**src/rtl/lockout_timer.sv**
```systemverilog
// Loadable 8-bit down-counter; done is high in the last counted cycle.
module lockout_timer (
    input  logic       clk,
    input  logic       rst_n,
    input  logic       load,
    input  logic [7:0] load_val,
    output logic       done
);
    logic [7:0] count_q, count_d;

    always_comb begin
        count_d = count_q;
        if (load)
            count_d = load_val;
        else if (count_q != 8'd0)
            count_d = count_q - 8'd1;
    end

    always_ff @(posedge clk or negedge rst_n) begin
        if (!rst_n) count_q <= 8'd0;
        else        count_q <= count_d;
    end

    assign done = (count_q == 8'd1);
endmodule

```
**config.mk**
```make
export PLATFORM = sky130hd
export DESIGN_NAME = lockout_timer
export DESIGN_NICKNAME = d
export VERILOG_FILES = /design/src/rtl/lockout_timer.sv
export SDC_FILE = /design/constraint.sdc
export NUM_CORES = 1
export LEC_CHECK = 0
export ABC_AREA = 1
export CAP_MARGIN = 20
export CORE_AREA = 5 5 42 44
export CTS_CLUSTER_DIAMETER = 50
export DETAILED_ROUTE_END_ITERATION = 8
export DIE_AREA = 0 0 47 49
export GPL_TIMING_DRIVEN = 0
export PLACE_DENSITY_LB_ADDON = 0.15
export SLEW_MARGIN = 15
export SYNTH_ARGS = -nofsm -noshare
export SYNTH_HDL_FRONTEND = slang
export SYNTH_SLANG_ARGS = --single-unit
export TNS_END_PERCENT = 100
```
**constraint.sdc**
```tcl
create_clock -name clk -period 3.3 [get_ports clk]
set_clock_uncertainty 0.1 [all_clocks]
set_input_delay 0.495 -clock clk [delete_from_list [all_inputs] [get_ports clk]]
set_output_delay 0.495 -clock clk [all_outputs]
set_load 0.01 [all_outputs]
```
==> results of run 1 <==
[logic make-up after synthesis]
kind of cell             Yosys count  share of synthesized area (%)
AND/OR/NAND/NOR                   45                           40.8
buffers and inverters             13                           9.84
AO/OA/AOI/OAI                     11                           11.2
flip-flops                         8                           32.1
adder cells (fa/ha/maj)            3                           6.02
[area by class of cell]
class	count	area (um2)	share of cell area, %
Buffer	1	11.3	1.45
Clock buffer	3	22.5	2.90
Inverter	12	50.0	6.45
Multi-Input combinational cell	59	362	46.6
Sequential cell	8	200	25.8
Tap cell	16	20.0	2.58
Timing Repair Buffer	11	110	14.2
[power breakdown]
group | internal [mW] | switching (mW)
Clock | 0.0418 | 0.0362
Sequential | 0.110 | 0.0113
Combinational | 0.0351 | 0.0459
Total | 0.186 | 0.0934
[placed cells by master, fill, tap and decap left out]
cell / n
a21oi_1: 3
buf_6: 1
clkbuf_4: 3
clkdlybuf4s50_1: 11
dfrtp_1: 8
ha_1: 3
inv_1: 9
inv_2: 2
inv_6: 1
nand2_1: 16
nand2_2: 3
nand3_1: 5
nand3_4: 2
nor2_1: 12
nor2_2: 2
nor2_4: 2
nor2_8: 1
nor3_1: 1
nor3_2: 1
o21ai_0: 4
o21ai_2: 4
[worst paths after layout]
path	from	depth (start not counted)	end	slack [ns]
setup / recovery	count_q[1]	5	done	1.06
hold / removal	rst_n	1	count_q[7]	0.43
setup reg to reg	count_q[0]	7	count_q[6]	1.83
hold reg to reg	count_q[6]	2	count_q[6]	0.48
max in group asynchronous	rst_n	1	count_q[1]	2.38
min in group clk	count_q[6]	2	count_q[6]	0.48
[through the flow]
step / area [um2] / hold slack, ns / utilization (%) / setup slack [ns] / instances
3_3_place_gp: 753 / 0.459 / 53.8 / 1.34 / 107
4_1_cts: 776 / 0.436 / 55.4 / 1.05 / 110
5_1_grt: 776 / 0.476 / 55.4 / 0.958 / 110
3_5_place_dp: 753 / 0.465 / 53.8 / 1.33 / 107
2_1_floorplan: 623 / 0.0994 / - / 1.85 / 80
6_report: 776 / 0.425 / 55.4 / 1.06 / 110
[critical path, cell delays in order (launching register included)]
cell and delay, ns:
dfrtp_1 0.37, inv_1 0.16, ha_1 0.17, nand2_1 0.05, nor2_1 0.10, clkdlybuf4s50_1 0.54
[metal layers]
metal	vias to the layer above	routed length (um)	global-route usage, %
li1	284	-	-
met1	234	606	18.3
met2	14	546	17.6
met3	5	79	4.43
met4	0	25	5.53
met5	-	0	0
==> flow_metrics.env, run 1 <==
export IMPL_ctsResizeCount=0
export IMPL_synth_main_ff_cell="dfrtp_1"
export IMPL_core_area_um2=1400
export IMPL_ir_drop_mv=0.200
export IMPL_synth_edf_count=0
export IMPL_io_buffers=11
export IMPL_async_flop_share_pct=100
export IMPL_cp_max_fo=5
export IMPL_via_count=537
export IMPL_fillCellCount=142
export IMPL_grt_max_degree=11
export IMPL_drive_gt1_share_pct=23.4
export IMPL_root_buffer="clkbuf_4"
export IMPL_grt_setup_unrepaired="false"
export IMPL_rows=14
export IMPL_regMostFlops="count_q"
export IMPL_h_tree_depth=1
export IMPL_path_class="flop to output pin"
export IMPL_finalHoldViolCount=0
export IMPL_start_util_pct=44.5
export IMPL_setup_tns_ns=0
export IMPL_ys_types=19
export IMPL_fp_dieH_um=49
export IMPL_total_power_uw=280
export IMPL_die_area_um2=2300
export IMPL_status="finished clean"
export IMPL_powerDensity_nw_per_um2=361
export IMPL_syn_to_final_growth_pct=24.5
export IMPL_grt_pass1_wl_um=2170
export IMPL_period_share_pct=67.7
export IMPL_cap_violations=0
export IMPL_grt_usage_pct=13.0
export IMPL_worst_ep_required_time_ns=2.70
export IMPL_clock_latency_ns=0.26
export IMPL_first_pass_iters=4
export IMPL_clock_sinks=8
export IMPL_synth_top_area_share_pct=32.1
export IMPL_yosys_warnings=0
export IMPL_slew_headroom_pct=73.1
export IMPL_cts_hold_buffers=0
export IMPL_drc_errors=0
export IMPL_grt_overflow=0
export IMPL_drt_iter0_markers=4
export IMPL_cts_tree="done"
export IMPL_post_cts_setup_buffers=0
export IMPL_fin_crit_ns=2.24
export IMPL_largestRegisters="count_q: 8 flops"
export IMPL_wl_um=1260
export IMPL_syn_inst=80
export IMPL_synth_largest_area_cell="dfrtp_1"
export IMPL_arrival_ns=1.64
export IMPL_clk_path_buf_depth=2
export IMPL_leakage_nw=0.375
export IMPL_ys_seq_area_share_pct=32.1
export IMPL_post_dp_hpwl_um=945
export IMPL_drv_slew=0
export IMPL_setup_viol=0
export IMPL_ys_seq_elements=8
export IMPL_ant_nets=0
export IMPL_endpoint_kind="output pin"
export IMPL_cp_start_kind="flop"
export IMPL_routedWlPerCell_um=11.4
export IMPL_place_congestion=0.736
export IMPL_clk_pin_slew_ns=0.06
export IMPL_min_path_type="primary input to async pin"
export IMPL_syn_avg_cell_area_um2=7.79
export IMPL_synth_area_top_cells="dfrtp_1 32%, nand2_1 9.6%, nor2_1 7.2%, ha_1 6.0%, nand3_4 5.6%"
export IMPL_die_w_um=47
export IMPL_synth_fp_nets=94
export IMPL_largest_reg_flops=8
export IMPL_antenna_cells=0
export IMPL_synth_most_common_cell="nand2_1"
export IMPL_syn_area_um2=623
export IMPL_worst_pin_slew_ns=0.402
export IMPL_cts_made_buffers=3
export IMPL_fmax_ghz=0.447
export IMPL_io_pins=12
export IMPL_grt_pass1_vias=495
export IMPL_nets=110
export IMPL_viasPerCell=4.88
export IMPL_antenna_found_initial=0
export IMPL_synth_common_cells="16 x nand2_1, 12 x nor2_1, 9 x inv_1, 8 x dfrtp_1, 5 x nand3_1"
Power figures use the tool's default switching activity.
==> inputs of run 2 (changes only) <==
Settings changed: CORE_AREA 5 5 42 44 to unset, CORE_MARGIN set to 5, CORE_UTILIZATION set to 44, DIE_AREA 0 0 47 49 to unset.
Clock period 3.3 ns to 2.01 ns, I/O delays scaled along.
==> run 2 against run 1 <==
- sequential share of layout area barely moved
- critical path depth did not move
- clock-buffer cell count did not move
- worst setup slack got worse by 0.65 ns
- combinational power rose by 66%
- via count fell by 1.9%
==> flow_metrics.env, run 2 (synthesis gave the netlist of run 1 again) <==
export IMPL_setup_viol=0
export IMPL_path_class="flop to output pin"
export IMPL_antenna_cells=0
export IMPL_utilization_pct=59.0
export IMPL_cap_violations=0
export IMPL_clock_latency_ns=0.25
export IMPL_die_w_um=47.6
export IMPL_syn_to_final_growth_pct=24.7
export IMPL_drv_slew=0
export IMPL_finalHoldViolCount=0
export IMPL_largestRegisters="count_q: 8 flops"
export IMPL_viasPerCell=4.83
export IMPL_ant_nets=0
export IMPL_slew_headroom_pct=75.4
export IMPL_antenna_found_initial=0
export IMPL_cts_made_buffers=3
export IMPL_cts_tree="done"
export IMPL_layout_commonest_cell="nand2_1"
export IMPL_slowest_delay_ns=0.38
export IMPL_post_dp_hpwl_um=947
export IMPL_ir_drop_mv=0.353
export IMPL_drive_gt1_share_pct=24.5
export IMPL_period_share_pct=79.5
export IMPL_grt_pass1_wl_um=2130
export IMPL_place_congestion=0.728
export IMPL_grt_max_degree=11
export IMPL_start_util_pct=47.3
export IMPL_layoutNonFillerInstCount=109
export IMPL_post_cts_setup_buffers=0
export IMPL_cp_buffers_inverters=2
export IMPL_largest_reg_flops=8
export IMPL_drt_iter0_markers=3
export IMPL_endpoint_kind="output pin"
export IMPL_core_area_um2=1320
export IMPL_slowest_stage="dfrtp_1"
export IMPL_root_buffer="clkbuf_4"
export IMPL_worst_pin_slew_ns=0.367
export IMPL_rows=13
export IMPL_via_count=527
export IMPL_min_path_type="primary input to async pin"
export IMPL_fin_crit_ns=1.60
export IMPL_setup_tns_ns=0
export IMPL_io_buffers=11
export IMPL_wl_um=1220
export IMPL_leakage_nw=0.393
export IMPL_regMostFlops="count_q"
export IMPL_grt_overflow=0
export IMPL_grt_pass1_vias=498
export IMPL_routedWlPerCell_um=11.2
export IMPL_io_pins=12
export IMPL_status="finished clean"
export IMPL_worst_ep_required_time_ns=1.61
export IMPL_h_tree_depth=1
export IMPL_clk_pin_slew_ns=0.06
export IMPL_powerDensity_nw_per_um2=588
export IMPL_die_area_um2=2270
export IMPL_nets=110
export IMPL_first_pass_iters=4
export IMPL_fp_dieH_um=47.6
export IMPL_dpl_cell_count=106
export IMPL_cp_top_family="flip-flops"
export IMPL_grt_usage_pct=13.5
export IMPL_cp_start_kind="flop"
export IMPL_path_cells="inv_2 > ha_1 > nand2_1 > nor2_1 > dlymetal6s2s_1"
export IMPL_grt_setup_unrepaired="false"
export IMPL_clock_sinks=8
export IMPL_arrival_ns=1.20
export IMPL_cp_max_fo=5
export IMPL_clk_path_buf_depth=2
export IMPL_fmax_ghz=0.626
export IMPL_layout_common_cells="16 x nand2_1, 12 x nor2_1, 10 x clkdlybuf4s50_1"
export IMPL_reg2reg_slack_ns=0.51
export IMPL_drc_errors=0
-- run 2: cell types whose count changed in the layout (fill, tap and decap cells not counted) --
cell             delta
clkdlybuf4s50_1     -1
inv_1               -1
inv_2               +1
dlymetal6s2s_1      +1
-- run 2: through the flow --
stage	total power [mW]	hold slack (ns)	instance area [um2]	setup WS [ns]
final	0.457	0.225	777	0.412
after detailed placement	0.334	0.481	752	0.239
after global placement	0.332	0.460	752	0.236
after floorplan	0.292	-0.0941	623	0.643
after CTS	0.466	0.233	774	0.0169
after global routing	0.490	0.269	777	0.310
-- run 2: final cells by class --
type | count | area (um2)
Multi-Input combinational cell | 59 | 362
Fill cell | 135 | 541
Sequential cell | 8 | 200
Clock buffer | 3 | 22.5
Tap cell | 15 | 18.8
Timing Repair Buffer | 11 | 113
Inverter | 12 | 50.0
Buffer | 1 | 11.3
-- run 2: worst paths after layout --
path                             from          to  cells after the start
min in group clk           count_q[6]  count_q[6]                      2
max reg2reg                count_q[0]  count_q[6]                      7
min                             rst_n  count_q[4]                      1
min reg2reg                count_q[6]  count_q[6]                      2
max in group asynchronous       rst_n  count_q[0]                      1
max                        count_q[1]        done                      5
-- run 2: worst reg2reg max path, cell delays in order, from the launching register on --
cell and delay [ns]:
dfrtp_1 0.41, inv_1 0.14, ha_1 0.23, nand2_2 0.08
nor2_2 0.14, nand2_1 0.06, a21oi_1 0.18, nor2_2 0.04
-- run 2: where the power goes --
group	total, mW	internal (mW)	switching [mW]
Clock	0.125	0.0685	0.0565
Combinational	0.134	0.0579	0.0757
Sequential	0.199	0.180	0.0188
-- run 2: metal layers --
metal | routed length (um) | global-route usage [%]
met1 | 583 | 17.8
met2 | 557 | 20.6
met3 | 68 | 2.26
met4 | 11 | 8.06
met5 | 0 | 0
-- run 2: what timing repair did --
action | CTS | global route
setup endpoints to repair | 1 | 1
pin swaps | 0 | 0
gates resized for setup | 1 | 1
hold buffers | 0 | 0
endpoints found under the hold margin | 0 | 0
